<file path="src/rtl/split_slave_ctrl.sv">
// Slave-side sequencer for a split-capable bus slave: forwards one access at a
// time to a variable-latency memory and splits the bus transfer when the memory is slow.
module split_slave_ctrl #(
  parameter int ADDR_W       = 12,
  parameter int DATA_W       = 8,
  parameter int SPLIT_THRESH = 4
) (
  input  logic              CLK,
  input  logic              RST,
  input  logic              S_SEL,
  input  logic              S_VALID,
  input  logic [ADDR_W-1:0] S_ADDR,
  input  logic              S_WEN,
  input  logic [DATA_W-1:0] S_WDATA,
  input  logic              B_SPL_RESUME,
  output logic              S_SBSY,
  output logic              S_DONE,
  output logic              S_RVALID,
  output logic [DATA_W-1:0] S_RDATA,
  output logic              S_ERR,
  output logic              MEM_REQ,
  output logic [ADDR_W-1:0] MEM_ADDR,
  output logic              MEM_WEN,
  output logic [DATA_W-1:0] MEM_WDATA,
  input  logic              MEM_ACK,
  input  logic [DATA_W-1:0] MEM_RDATA,
  output logic [2:0]        DBG_STATE
);

  localparam int CNT_W = $clog2(SPLIT_THRESH) + 1;
  localparam logic [CNT_W-1:0] CNT_LAST = CNT_W'(SPLIT_THRESH - 1);

  typedef enum logic [2:0] {
    ST_IDLE        = 3'd0,
    ST_BUSY        = 3'd1,
    ST_SPLIT       = 3'd2,
    ST_RESUME_WAIT = 3'd3,
    ST_DONE        = 3'd4
  } state_t;

  state_t              state_q, state_d;
  logic [CNT_W-1:0]    cnt_q, cnt_d;
  logic                req_q, req_d;
  logic [ADDR_W-1:0]   addr_q, addr_d;
  logic                wen_q, wen_d;
  logic [DATA_W-1:0]   wdata_q, wdata_d;
  logic                sbsy_q, sbsy_d;
  logic                done_q, done_d;
  logic                rvalid_q, rvalid_d;
  logic [DATA_W-1:0]   rdata_q, rdata_d;
  logic                err_q, err_d;
  logic                access;

  // Access handshake: an access is taken when S_SEL & S_VALID is sampled in
  // IDLE. There is no ready; an access seen in any other state is dropped and
  // reported by a one-cycle S_ERR pulse, leaving the in-flight access untouched.
  assign access = S_SEL & S_VALID;

  always_comb begin
    state_d  = state_q;
    cnt_d    = cnt_q;
    req_d    = req_q;
    addr_d   = addr_q;
    wen_d    = wen_q;
    wdata_d  = wdata_q;
    sbsy_d   = sbsy_q;
    done_d   = 1'b0;
    rvalid_d = 1'b0;
    rdata_d  = rdata_q;
    err_d    = access && (state_q != ST_IDLE);

    case (state_q)
      ST_IDLE: begin
        if (access) begin
          addr_d  = S_ADDR;
          wen_d   = S_WEN;
          wdata_d = S_WDATA;
          req_d   = 1'b1;
          cnt_d   = '0;
          state_d = ST_BUSY;
        end
      end

      ST_BUSY: begin
        // An ack arriving on the threshold edge still completes in place.
        if (MEM_ACK) begin
          req_d = 1'b0;
          if (!wen_q) rdata_d = MEM_RDATA;
          state_d = ST_DONE;
        end else if (cnt_q == CNT_LAST) begin
          sbsy_d  = 1'b1;
          state_d = ST_SPLIT;
        end else begin
          cnt_d = cnt_q + 1'b1;
        end
      end

      ST_SPLIT: begin
        // Resume is only meaningful once the memory has finished.
        if (MEM_ACK) begin
          req_d = 1'b0;
          if (!wen_q) rdata_d = MEM_RDATA;
          if (B_SPL_RESUME) begin
            sbsy_d  = 1'b0;
            state_d = ST_DONE;
          end else begin
            state_d = ST_RESUME_WAIT;
          end
        end
      end

      ST_RESUME_WAIT: begin
        if (B_SPL_RESUME) begin
          sbsy_d  = 1'b0;
          state_d = ST_DONE;
        end
      end

      ST_DONE: begin
        done_d   = 1'b1;
        rvalid_d = !wen_q;
        sbsy_d   = 1'b0;
        state_d  = ST_IDLE;
      end

      default: begin
        state_d = ST_IDLE;
        sbsy_d  = 1'b0;
        req_d   = 1'b0;
      end
    endcase
  end

  always_ff @(posedge CLK or posedge RST) begin
    if (RST) begin
      state_q  <= ST_IDLE;
      cnt_q    <= '0;
      req_q    <= 1'b0;
      addr_q   <= '0;
      wen_q    <= 1'b0;
      wdata_q  <= '0;
      sbsy_q   <= 1'b0;
      done_q   <= 1'b0;
      rvalid_q <= 1'b0;
      rdata_q  <= '0;
      err_q    <= 1'b0;
    end else begin
      state_q  <= state_d;
      cnt_q    <= cnt_d;
      req_q    <= req_d;
      addr_q   <= addr_d;
      wen_q    <= wen_d;
      wdata_q  <= wdata_d;
      sbsy_q   <= sbsy_d;
      done_q   <= done_d;
      rvalid_q <= rvalid_d;
      rdata_q  <= rdata_d;
      err_q    <= err_d;
    end
  end

  assign S_SBSY    = sbsy_q;
  assign S_DONE    = done_q;
  assign S_RVALID  = rvalid_q;
  assign S_RDATA   = rdata_q;
  assign S_ERR     = err_q;
  assign MEM_REQ   = req_q;
  assign MEM_ADDR  = addr_q;
  assign MEM_WEN   = wen_q;
  assign MEM_WDATA = wdata_q;
  assign DBG_STATE = state_q;

endmodule

</file>
<file path="config.mk">
export PLATFORM = sky130hd
export DESIGN_NAME = split_slave_ctrl
export DESIGN_NICKNAME = d
export VERILOG_FILES = /design/src/rtl/split_slave_ctrl.sv
export SDC_FILE = /design/constraint.sdc
export NUM_CORES = 1
export LEC_CHECK = 0
export CAP_MARGIN = 0
export CELL_PAD_IN_SITES_DETAIL_PLACEMENT = 0
export CELL_PAD_IN_SITES_GLOBAL_PLACEMENT = 1
export CORE_MARGIN = 3
export CORE_UTILIZATION = 30
export DETAILED_ROUTE_END_ITERATION = 7
export HOLD_SLACK_MARGIN = 0.03
export PLACE_DENSITY_LB_ADDON = 0.1
export SYNTH_ARGS = -nofsm -noshare
export SYNTH_HDL_FRONTEND = slang
export SYNTH_SLANG_ARGS = --single-unit
</file>
<file path="constraint.sdc">
create_clock -name CLK -period 3.5 [get_ports CLK]
set_input_delay 1.05 -clock CLK [delete_from_list [all_inputs] [get_ports CLK]]
set_output_delay 1.05 -clock CLK [all_outputs]
set_load 0.02 [all_outputs]
</file>
== Yosys cells after proc, flatten, opt, wreduce, memory -nomap -nowiden ==
Index checks and enable logic that the tools add are counted.
Storage, ports and cells
  output and inout bits: 37
  logic and storage cells: 63
  bits of input ports: 35
  bits in registers: 40
Cells by class
  muxes and demuxes: 21
  bitwise gates (word level): 4
  reductions and logical operators: 13
  add/sub/neg operators: 1
  equal/unequal tests: 13
Operators with widths (number)
  2-to-1 mux 3 bit: 9
  inequality test 2 bit, second input constant: 6
  case mux 3 bit (4 select lines): 1
  AND reduction 4 bit: 3
  == test 3 x 2 -> 1 bit, second input constant: 3
  2-to-1 mux 1 bit: 8
  case mux 3 bit (2 select lines): 1
  AND reduction 3 bit: 2
  case mux 1 bit (4 select lines): 1
  OR reduction 2 bit: 2
  adder 3 x 1 -> 3 bit, second input constant: 1
  == test 3 x 1 -> 1 bit, second input constant: 1
  == test 3 bit, second input constant: 1
  zero test 3 bit: 1
  inequality test 3 bit, second input constant: 1
  NOT 1 bit: 3
  case mux 1 bit (3 select lines): 1
  nonzero test 3 bit: 1
  inequality test 2 x 1 -> 1 bit, second input constant: 1
  AND reduction 2 bit: 1
  nonzero test 2 bit: 1
  AND 1 bit: 1
  logical AND 1 bit: 1
  zero test 1 bit: 1

== Logic depth before layout (Yosys ltp) ==
Gate-level depths: netlist of run 1.
  depth after elaboration: 4
  mapped depth: 5
  mapped depth without buffers: 5

== Least setup slack after synthesis of run 1 ==
No wires, ideal clock.
  kind: in2reg
  start: in S_SEL
  end: reg addr_q[0], in the netlist MEM_ADDR[0]
  data required time: 3.373 ns
  setup time: 0.127 ns
  path slack: 1.570 ns
  arrival: 1.802 ns
  cell stages on the path: 4
  buffers on the path: 1
  path through: nand2_1 > and2b_4 > buf_6 > mux2_1
On the way
  longest elaborated chain between the ends: 2
RTL lines
  from (decl): line 10  | input logic S_SEL,
  AND 1 bit: line 57  | assign access = S_SEL & S_VALID;
  AND reduction 2 bit (no line)
  to (signal assigned): line 151  | addr_q <= addr_d;
  to (decl): line 44  | logic [ADDR_W-1:0] addr_q, addr_d;
No other way between the ends.
A chain may end at the register's enable or synchronous reset.

== Worst setup path in the final report of run 1 ==
  start: reg state_q[1], in the netlist DBG_STATE[1]
  end: out DBG_STATE[1]
RTL lines
  from (decl): line 41  | state_t state_q, state_d;
  from (signal assigned): line 148  | state_q <= state_d;
  to (decl): line 27  | output logic [2:0] DBG_STATE
No word-level cell between the ends.

==> results.md, run 1 <==
Status:
- The flow ran to the end, and the final reports show no timing, DRC or antenna violations.

Timing:
- The worst setup skew after layout is around 0.0042 ns.
- For the pin with the worst max-slew slack, the measured transition is 0.485 ns.
- Measured against its own limit, the worst slew margin works out to 67.7%.
- The count of final setup violators is 0.
- The tightest hold path in the finished design has a slack of 0.479 ns.
- The number of pins with negative max-slew slack in the final report is 0.
- The aggregate negative setup slack is 0 ns.
- The final critical path takes up 76.3% of the cycle.
- The upper clock frequency limit is 374 MHz.
- Setup repair after global routing left no endpoint under its margin.
- The hold violation total from the final report is 0.
- The shortest clock period the worst path allows after layout is 2.67 ns.
- The post-route worst setup slack is 0.828 ns.

Clock network:
- Counting along the longest clock path gives a buffer depth of 2.
- Clock-pin slew was measured on the worst setup and hold paths at about 0.070 ns.
- TritonCTS built the clock tree.
- In this run, CTS created clock tree buffers numbering 5.
- The clock latency on the worst-skew pair is 0.28 ns.
- The clock net sink count is 40.
- The number of hold buffers added after cts is 0.
- In this run the post-CTS setup repair buffer count came out at 0.
- CTS placed an instance of sky130_fd_sc_hd__clkbuf_8 at the clock tree root.
- Gates resized during post-CTS repair numbered 0.
- The H-tree depth reported by CTS is 2.

Finish:
- In the final layout, the share of cells above drive strength 1 is 11.5%.
- 0 antenna diodes ended up in the layout.
- The top cell types in the final layout, fill and taps aside, are sky130_fd_sc_hd__clkdlybuf4s50_1, sky130_fd_sc_hd__dfrtp_1, sky130_fd_sc_hd__mux2_1.
- The area growth from synthesis to layout is 51.4%.
- In the final design database the tool counted 227 nets.
- Leaving out fill and tap cells, the most frequent cell in the layout is sky130_fd_sc_hd__clkdlybuf4s50_1.

Detailed routing:
- After detailed routing, the number of remaining DRC violations is 0.
- Detailed routing inserted a total of approximately 1200 vias.
- The routed wire length on met3 is 286 um.
- After the first detailed-routing iteration, the DRC count stood at 32.
- The number of nets with antenna violations after routing is 0.
- The total wire length after detailed routing is 3500 um.
- After detailed routing, the number of vias per cell comes to 4.55.
- Dividing the detail-routed wire length by the instance count gives 13.4 um.
- The top routing layer in use is met4.
- In the detailed route, the total length drawn on met2 is 1640 um.
- For this run, the detailed router's first-pass iteration total came to 5.
- The detailed-route wire length on metal 1 is 1520 um.

Yosys:
- The number of nets in the synthesized netlist is 154.
- The largest total area in the synthesized netlist belongs to sky130_fd_sc_hd__dfrtp_1.
- The average cell area after synthesis is approximately 14 sq um.
- In the post-synthesis netlist, the biggest area contributors are sky130_fd_sc_hd__dfrtp_1, sky130_fd_sc_hd__mux2_1, sky130_fd_sc_hd__mux2_2, sky130_fd_sc_hd__ha_1, sky130_fd_sc_hd__buf_6.
- The number of cells produced by synthesis is 117.
- The post-synthesis sequential area ratio is around 60%.
- During synthesis, Yosys emitted a total of 0 warnings.
- The post-synth design cell area is 1660 sq um.
- The total of flip-flops plus latches after synthesis is 40.
- The post-synthesis cell type count is 30.
- After synthesis, the largest area contributor takes up 60.5% of total cell area.

Job:
- The max-capacitance violation count is 0.

Setup path:
- The cell depth of the worst flop-to-flop path is 3.
- The end of the worst register-to-register path is MEM_ADDR[3].
- In this run the number of cells on the critical path is 1.
- The number of buffer and inverter instances along the worst setup path is 1.
- Data on the critical path is required at its endpoint by 2.45 ns.
- Broken down by cell family, the worst path's largest delay share belongs to buffers and inverters.
- In this run the critical register-to-register path is launched from DBG_STATE[1].
- The cell with the biggest individual delay on the critical path is sky130_fd_sc_hd__clkdlybuf4s50_1.
- The classification of the worst setup path is register to output pin.
- Walking the worst path, the cells encountered are clkdlybuf4s50_1.
- The internal reg-to-reg setup slack is around 1.9 ns.
- The worst setup path is launched from a register.
- The type of destination of the critical path is an output pin.
- At the worst endpoint, the arrival time is 1.62 ns.
- The largest fanout of any net on the critical path is 15.
- The biggest cell delay along the critical path is 0.70 ns.

Worst hold path:
- Counting instances, the worst hold path has a depth of 1.
- The endpoint of the worst hold path is S_RVALID.
- The kind of path behind the tightest hold check is register to register.
- The worst hold path startpoint is MEM_WEN.

Global route:
- The total overflow left after global routing is 0.
- Global routing consumed, over all layers together, around 11% of the routing resources.
- The first global-routing pass estimated ~5700 um of wire.
- The largest net degree at the start of global routing is 41.
- The number of global-route vias before repair was 1179.
- The initial antenna violation count came to 0.

Floorplan:
- After floorplanning, the core was sized to cover 5240 sq um.
- The initial cell density of the core is about a third.
- The full die area is roughly 6400 sq um.
- The die is roughly 80 um wide.
- The count of standard-cell rows is 26.
- The die is 80.3 um tall.
- 72 I/O pins were placed.

Pwr:
- The static power due to leakage is around 1.0 nW.
- The maximum VDD drop is about 0.00026 V.
- The total power divided by cell area is 821 nW/um^2.

Placement:
- In this run the tool buffered the top-level ports with 71 buffer cells.
- Detailed placement ended at an HPWL of approximately 2600 um.
- At the end of routability-driven placement, the weighted congestion stood at 0.815.
- At the placement stage, the worst setup path has a slack of 0.854 ns.
-- flip-flops by register name (all words and copies together) (netlist names) --
| register | flops |
|---|---|
| S_ERR | 1 |
| cnt_q | 3 |
| S_SBSY | 1 |
| MEM_ADDR | 12 |
| S_RDATA | 8 |
| S_DONE | 1 |
| MEM_REQ | 1 |
| MEM_WEN | 1 |
| DBG_STATE | 3 |
| MEM_WDATA | 8 |
| S_RVALID | 1 |
-- synth_stat cells (all sizes together) --
master,number
a211oi,1
a21boi,1
a21o,1
a21oi,3
a221oi,1
a22o,2
a32oi,1
and2,1
and2b,1
and3b,2
buf,6
dfrtp,40
ha,2
inv,3
mux2,31
nand2,3
nand3,2
nand3b,1
nor2,5
nor2b,2
nor3,1
nor3b,1
o21ai,4
o22ai,1
xor2,1
-- logic make-up after synthesis --
group	after synthesis	synth area share (%)
flops	40	60.5
mux	31	21.1
simple gates	19	7.03
compound gates	15	5.97
buf+inv	9	3.40
fa+ha+maj	2	1.51
xor+xnor	1	0.529
-- metrics by stage --
stage	instances	power, mW	util [%]	area, sq um
after CTS	261	2.09	47.9	2510
after global placement	253	1.76	46.1	2420
after floorplan	117	1.30	-	1660
after detailed placement	253	1.78	46.1	2420
after global routing	261	2.19	47.9	2510
final	261	2.06	47.9	2510
-- layer usage --
| layer | up-vias | GRT usage, % |
|---|---|---|
| li1 | 555 | - |
| met3 | 6 | 4.26 |
| met4 | 0 | 3.55 |
| met2 | 47 | 17.5 |
| met1 | 579 | 14.8 |
| met5 | - | 0 |
-- how the worst max path moves through the flow --
stage / from / to / slack [ns]
6_report: DBG_STATE[1] / DBG_STATE[1] / 0.83
5_1_grt: DBG_STATE[1] / DBG_STATE[1] / 0.74
4_1_cts: DBG_STATE[1] / DBG_STATE[1] / 0.81
3_5_place_dp: S_SEL / MEM_ADDR[9] / 0.85
3_3_place_gp: S_SEL / MEM_ADDR[3] / 0.90
2_1_floorplan: RST / DBG_STATE[0] / 1.53
-- final cells by class --
type | count | area, sq um
clock buffer | 8 | 90.1
tap | 70 | 87.6
sequential | 40 | 1000
multi-input combinational | 68 | 598
timing repair buffer | 72 | 718
inverter | 3 | 11.3
fill | 485 | 2730
-- where the power goes --
group          switching (mW)  leakage, nW  total [mW]  internal [mW]
clock                   0.144       0.0455       0.305          0.161
combinational           0.445        0.516       0.968          0.524
sequential              0.118        0.488       0.785          0.667
total                   0.707         1.05        2.06           1.35
No activity file was read; power rests on OpenSTA's default activity.
==> run 2: changes to the inputs <==
CORE_UTILIZATION = 29   (was 30)
clock period = 2.4 ns   (was 3.5 ns; I/O delays follow)
==> run 2 against run 1 <==
  * Clock-buffer cell count unchanged
  * Largest cell class unchanged
  * Register-to-register slack got worse by 1.1 ns
  * Utilization decreased by 0.16 points
  * Via count decreased by 1.4%
  * Clock skew decreased by 0.0022 ns
  * Sequential share of layout area decreased by 0.36 points
  * Worst setup slack got worse by 0.44 ns
  * Clock power increased by 45%
  * Largest power group unchanged
==> results.md, run 2 (synthesis gave the netlist of run 1 again) <==
Status:
- Run status: finished, final reports clean (unchanged).

Floorplan:
- The die width is 81.6 um (was 80.3 um).
- The number of top-level pins is 72 (unchanged).
- The count of standard-cell rows is 26 (unchanged).
- The initial cell density of the core was 31.2% (was 31.6%).
- The height of the chip is 81.6 um (was 80.3 um).
- The area inside the core boundary came to 5300 sq um (was 5240 sq um).
- The full die area is 6650 sq um (was 6440 sq um).

Placement:
- The number of buffer cells added on primary ports is 71 (unchanged).
- The routability-driven placement congestion ratio was 0.826 (was 0.815).
- The detailed placement HPWL is 2790 um (was 2600 um).

Clock network:
- The clock tree from TritonCTS was done (unchanged).
- The clock net sink count was 40 (unchanged).
- The number of hold buffers added after cts is 0 (unchanged).
- The post-cts resize count came to 0 (unchanged).
- The clock-pin transition on the worst setup and hold timing paths is 0.07 ns (about the same).
- The H-tree depth reported by CTS is 2 (unchanged).
- The clock root buffer is sky130_fd_sc_hd__clkbuf_8 (unchanged).
- The number of buffers on the longest clock path was 2 (unchanged).
- The clock latency on the worst-skew pair is 0.27 ns (was 0.28 ns).
- The CTS buffer count is 5 (unchanged).
- The setup fix buffers added after clock tree synthesis is 0 (unchanged).

Timing:
- Timing would allow up to 496 MHz.
- The number of pins with negative max-slew slack in the final report is 0 (unchanged).
- The hold violation total from the final report came to 0 (unchanged).
- The worst setup skew after layout is 0.00199 ns (was 0.00421 ns).
- The ratio of final minimum period to clock period is a little over four fifths.
- The actual transition at the worst max-transition pin is 0.494 ns (was 0.485 ns).
- The headroom to the max-slew limit is 67.0% (was 67.7%).
- The shortest clock period the worst path allows after layout is 2.02 ns.
- The aggregate negative setup slack is 0 ns (unchanged).
- The count of final setup violators is 0 (unchanged).
- RSZ-0062 raised after global routing: false (unchanged).

Finish:
- The most frequent standard cell in the layout excluding fill and tap cells is sky130_fd_sc_hd__clkdlybuf4s50_1 (unchanged).
- The share of layout cells above drive strength 1 was 12.9% (was 11.5%).
- The count of nets after finishing is 230 (was 227).
- Commonest cells after routing, fill and taps aside: sky130_fd_sc_hd__clkdlybuf4s50_1, sky130_fd_sc_hd__dfrtp_1, sky130_fd_sc_hd__mux2_1 (unchanged).
- The growth of design area from synthesis to finish is 52.8% (was 51.4%).
- The number of filler instances in the final layout is 501 (was 485).
- The number of flip-flops under the largest register name is 12 (unchanged).
- The final core area utilization came to 47.7% (was 47.9%).
- The count of antenna diodes in the layout was 0 (unchanged).

Setup path:
- The biggest cell delay along the critical path is 0.64 ns (was 0.70 ns).
- The arrival time reported for the critical path endpoint is 1.30 ns (was 1.62 ns).
- The worst path required time is 1.68 ns (was 2.45 ns).
- Series of cell instances along the critical path: clkdlybuf4s50_1 (unchanged).
- The critical path endpoint was MEM_WEN (was DBG_STATE[1]).
- The gate family responsible for the most delay along the worst path is buffers and inverters (unchanged).
- The startpoint of the worst setup timing path is MEM_WEN (was DBG_STATE[1]).
- The nature of the critical path startpoint was a register (unchanged).
- The number of logic stages on the critical path including buffering came to 1 (unchanged).
- The largest fanout of any net on the critical path is 4 (was 15).
- The startpoint of the worst-slack reg-to-reg timing path is DBG_STATE[0] (was DBG_STATE[1]).
- The cell depth of the worst flop-to-flop path is 4 (was 3).
- The type of destination of the critical path was an output pin (unchanged).
- The classification of the worst setup path is register to output pin (unchanged).
- The cell with the biggest individual delay on the critical path is sky130_fd_sc_hd__clkdlybuf4s50_1 (unchanged).
- The internal reg-to-reg setup slack is 0.77 ns (was 1.85 ns).
- The number of buffer and inverter instances along the worst setup path is 1 (unchanged).
- The end of the worst register-to-register path is MEM_ADDR[4] (was MEM_ADDR[3]).

Global route:
- The aggregate global routing overflow is 0 (unchanged).
- The global-route usage over all layers was 11.9% (was 11.4%).
- The number of global-route vias before repair is 1243 (was 1179).
- The largest net degree at the start of global routing came to 41 (unchanged).
- The initial antenna violation count is 0 (unchanged).
- The first-pass GRT wire length is 6070 um (was 5680 um).

Detailed routing:
- The via density per instance is 4.43 (was 4.55).
- The number of nets with antenna violations after routing is 0 (unchanged).
- The total DRC errors in the routed layout is 0 (unchanged).
- The final routed wire length divided by cell count is 13.9 um (was 13.4 um).
- The total wire length after detailed routing is 3670 um (was 3500 um).
- The initial detailed-routing violation count was 32 (unchanged).
- The number of vias after detailed routing was 1170 (was 1187).
- The count of TritonRoute iterations in the first routing pass came to 4 (was 5).

Pwr:
- The power consumption is 3.03 mW (was 2.06 mW).
- The maximum VDD drop is 0.000414 V (was 0.000255 V).
- The total power divided by cell area is 1200 nW/um^2 (was 821 nW/um^2).
- The static power due to leakage came to 1.06 nW (was 1.05 nW).

Worst hold path:
- The kind of path behind the tightest hold check is register to register (unchanged).

Job:
- The max-capacitance violation count is 0 (unchanged).
[run 2: changes by cell type in the layout (fill, tap and decap cells not counted), sizes merged]
cell	previous run	this run
buf	1	4
[run 2: worst min path at each step]
stage	startpoint	to	slack (ns)	cells past startpoint
floorplan	cnt_q[2]	cnt_q[2]	0.47	1
global placement	MEM_WEN	S_RVALID	0.47	1
detailed placement	MEM_WDATA[7]	MEM_WDATA[7]	0.48	1
CTS	MEM_WEN	S_RVALID	0.49	1
global route	MEM_WDATA[4]	MEM_WDATA[4]	0.51	1
finish	MEM_WEN	S_RVALID	0.48	1
[run 2: layout make-up]
type	instances	area (sq um)	area share (%)
clock buffer	8	90.1	3.56
sequential	40	1000	39.6
tap	70	87.6	3.46
timing repair buffer	75	741	29.3
multi-input combinational	68	598	23.7
inverter	3	11.3	0.445
[run 2: metal layers]
metal / share of wire (%) / GRT usage (%) / vias to the layer above / routed length (um)
li1: - / - / 564 / -
met2: 49 / 19.9 / 42 / 1810
met5: 0 / 0 / - / 0
met1: 42 / 14.6 / 562 / 1550
met4: 0.55 / 3.04 / 0 / 20
met3: 7.8 / 3.95 / 2 / 287
[run 2: power by group]
part           internal (mW)  total, mW  switching (mW)
Sequential             0.973       1.12           0.148
Combinational          0.779       1.46           0.685
Clock                  0.234      0.442           0.207
Total                   1.99       3.03            1.04
[run 2: metrics by stage]
stage | std cells | worst slack (ns) | instance area [sq um] | hold WS, ns
5_1_grt | 264 | 0.308 | 2530 | 0.514
4_1_cts | 264 | 0.350 | 2530 | 0.492
2_1_floorplan | 117 | 0.762 | 1660 | 0.466
3_5_place_dp | 256 | 0.110 | 2440 | 0.476
3_3_place_gp | 256 | 0.137 | 2440 | 0.465
6_report | 264 | 0.384 | 2530 | 0.484
==> run 3: changes to the inputs <==
CORE_UTILIZATION = 30   (was 29)
clock period = 2 ns   (was 2.4 ns; I/O delays follow)
==> run 3 against run 2 <==
  * Die area is 3.1% lower
  * Largest cell class unchanged
  * Utilization up 1.7 points
  * Via count up 3.8%
  * Worst setup slack worse by 0.29 ns
  * Sequential share of layout area is 0.88 points lower
  * Register-to-register slack got worse by 0.35 ns
==> results.md, run 3 (synthesis gave the netlist of run 1 again) <==
Pwr:
- The static power due to leakage came to 1.10 nW (was 1.06 nW).
- The total power divided by cell area is 1420 nW/um^2 (was 1200 nW/um^2).
- The maximum VDD drop is 0.000528 V (was 0.000414 V).

Setup path:
- The critical path endpoint is MEM_WEN (unchanged).
- The cell depth of the worst flop-to-flop path is 5 (was 4).
- The number of buffer and inverter instances along the worst setup path is 1 (unchanged).
- The biggest cell delay along the critical path was 0.63 ns (was 0.64 ns).
- The number of logic stages on the critical path including buffering is 1 (unchanged).
- The startpoint of the worst-slack reg-to-reg timing path is DBG_STATE[0] (unchanged).
- The nature of the critical path startpoint is a register (unchanged).
- The largest fanout of any net on the critical path is 4 (unchanged).
- The internal reg-to-reg setup slack came to 0.42 ns (was 0.77 ns).
- The arrival time reported for the critical path endpoint is 1.30 ns (about the same).
- The worst path required time is 1.40 ns (was 1.68 ns).
- The type of destination of the critical path is an output pin (unchanged).
- The classification of the worst setup path was register to output pin (unchanged).
- Series of cell instances along the critical path: clkdlybuf4s50_1 (unchanged).
- The end of the worst register-to-register path is MEM_ADDR[8] (was MEM_ADDR[4]).
- The gate family responsible for the most delay along the worst path is buffers and inverters (unchanged).
- The cell with the biggest individual delay on the critical path was sky130_fd_sc_hd__clkdlybuf4s50_1 (unchanged).
- The startpoint of the worst setup timing path was MEM_WEN (unchanged).

Timing:
- The actual transition at the worst max-transition pin is 0.291 ns (was 0.494 ns).
- The count of final setup violators is 0 (unchanged).
- The hold violation total from the final report is 0 (unchanged).
- The post-route worst setup slack is 0.0988 ns (was 0.384 ns).
- The headroom to the max-slew limit is 80.5% (was 67.0%).
- RSZ-0062 raised after global routing: false (unchanged).
- The number of pins with negative max-slew slack in the final report is 0 (unchanged).
- The worst setup skew after layout was 0.00779 ns (was 0.00199 ns).
- Derived from the worst setup path, the maximum achievable clock frequency is about 530 MHz.
- The ratio of final minimum period to clock period is 95.1%.
- The shortest clock period the worst path allows after layout is 1.90 ns.

Clock network:
- The number of buffers on the longest clock path is 2 (unchanged).
- The number of hold buffers added after cts is 0 (unchanged).
- The H-tree depth reported by CTS is 2 (unchanged).
- The post-cts resize count came to 0 (unchanged).
- The setup fix buffers added after clock tree synthesis is 0 (unchanged).
- The clock root buffer is sky130_fd_sc_hd__clkbuf_8 (unchanged).
- The clock tree from TritonCTS is done (unchanged).
- The clock-pin transition on the worst setup and hold timing paths is 0.07 ns (about the same).
- The CTS buffer count is 5 (unchanged).
- The clock latency on the worst-skew pair is 0.28 ns (was 0.27 ns).
- The clock net sink count was 40 (unchanged).

Detailed routing:
- The total DRC errors in the routed layout is 0 (unchanged).
- The total wire length after detailed routing was 3620 um (was 3670 um).
- The count of TritonRoute iterations in the first routing pass is 4 (unchanged).
- The final routed wire length divided by cell count is 13.5 um (was 13.9 um).
- The number of vias after detailed routing is 1214 (was 1170).
- The number of nets with antenna violations after routing is 0 (unchanged).
- The initial detailed-routing violation count is 27 (was 32).
- The via density per instance is 4.53 (was 4.43).

Global route:
- The largest net degree at the start of global routing is 41 (unchanged).
- The initial antenna violation count is 0 (unchanged).
- The number of global-route vias before repair is 1273 (was 1243).
- The first-pass GRT wire length is 6180 um (was 6070 um).
- The aggregate global routing overflow is 0 (unchanged).
- The global-route usage over all layers was 12.5% (was 11.9%).

Placement:
- The detailed placement HPWL is 2770 um (was 2790 um).
- The number of buffer cells added on primary ports was 71 (unchanged).
- The routability-driven placement congestion ratio is 0.802 (was 0.826).
- The placed standard-cell area is 2490 sq um (was 2440 sq um).
- The minimum setup slack after placement is -0.0932 ns (was 0.110 ns).

Finish:
- The count of antenna diodes in the layout is 0 (unchanged).
- The most frequent standard cell in the layout excluding fill and tap cells is sky130_fd_sc_hd__clkdlybuf4s50_1 (unchanged).
- The number of flip-flops under the largest register name is 12 (unchanged).
- The growth of design area from synthesis to finish is 56.2% (was 52.8%).
- The post-layout instance area is 2590 sq um (was 2530 sq um).
- The count of nets after finishing came to 234 (was 230).
- The share of layout cells above drive strength 1 was 15.7% (was 12.9%).
- Commonest cells after routing, fill and taps aside: sky130_fd_sc_hd__clkdlybuf4s50_1, sky130_fd_sc_hd__dfrtp_1, sky130_fd_sc_hd__mux2_1 (unchanged).
- The number of filler instances in the final layout is 480 (was 501).

Floorplan:
- The area inside the core boundary is 5240 sq um (was 5300 sq um).
- The die width came to 80.3 um (was 81.6 um).
- The number of top-level pins is 72 (unchanged).
- The height of the chip is 80.3 um (was 81.6 um).
- The full die area is 6440 sq um (was 6650 sq um).
- The count of standard-cell rows was 26 (unchanged).
- The initial cell density of the core is 31.6% (was 31.2%).

Job:
- The max-capacitance violation count is 0 (unchanged).

Worst hold path:
- The number of cells traversed by the worst hold path is 1 (unchanged).
- The kind of path behind the tightest hold check was register to register (unchanged).

Status:
- Run status: finished, final reports clean (unchanged).
run 3: cell types whose count changed in the layout (fill, tap and decap cells not counted), sizes merged:
cell and change:
buf +4, clkbuf -2, clkinv +2
run 3: layout make-up:
type / instances / area (sq um) / area share, %
clock buffers: 6 / 82.6 / 3.19
clock inverters: 2 / 10.0 / 0.387
inverters: 3 / 11.3 / 0.435
multi-input cells: 68 / 598 / 23.1
flip-flops and latches: 40 / 1000 / 38.7
well taps: 70 / 87.6 / 3.39
repair buffers: 79 / 796 / 30.8
run 3: worst min path at each step:
stage / startpoint / to / slack [ns]
floorplan: cnt_q[2] / cnt_q[2] / 0.47
global placement: MEM_ADDR[8] / MEM_ADDR[8] / 0.47
detailed placement: MEM_REQ / MEM_REQ / 0.47
CTS: MEM_REQ / MEM_REQ / 0.49
global route: MEM_REQ / MEM_REQ / 0.51
finish: MEM_REQ / MEM_REQ / 0.48
run 3: routing by layer:
metal  track usage, %  part of all wire, %  vias up
met4             3.55                 0.52        0
met1             16.6                   45      594
met2             19.4                   48       43
met5                0                    0        -
met3             4.04                  6.5        2
li1                 -                    -      575
run 3: through the flow:
step	cells	TNS (ns)	power (mW)	utilization [%]	hold slack, ns
4_1_cts	268	0	3.74	49.4	0.491
3_3_place_gp	260	-0.626	3.13	47.6	0.466
2_1_floorplan	117	0	2.27	-	0.466
3_5_place_dp	260	-1.32	3.18	47.6	0.473
5_1_grt	268	0	3.91	49.4	0.505
6_report	268	0	3.66	49.4	0.483
run 3: where the power goes:
group	internal (mW)	switching [mW]	total (mW)	leakage (nW)
combinational	0.956	0.829	1.79	0.560
sequential	1.17	0.174	1.34	0.488
clock	0.275	0.259	0.534	0.0510
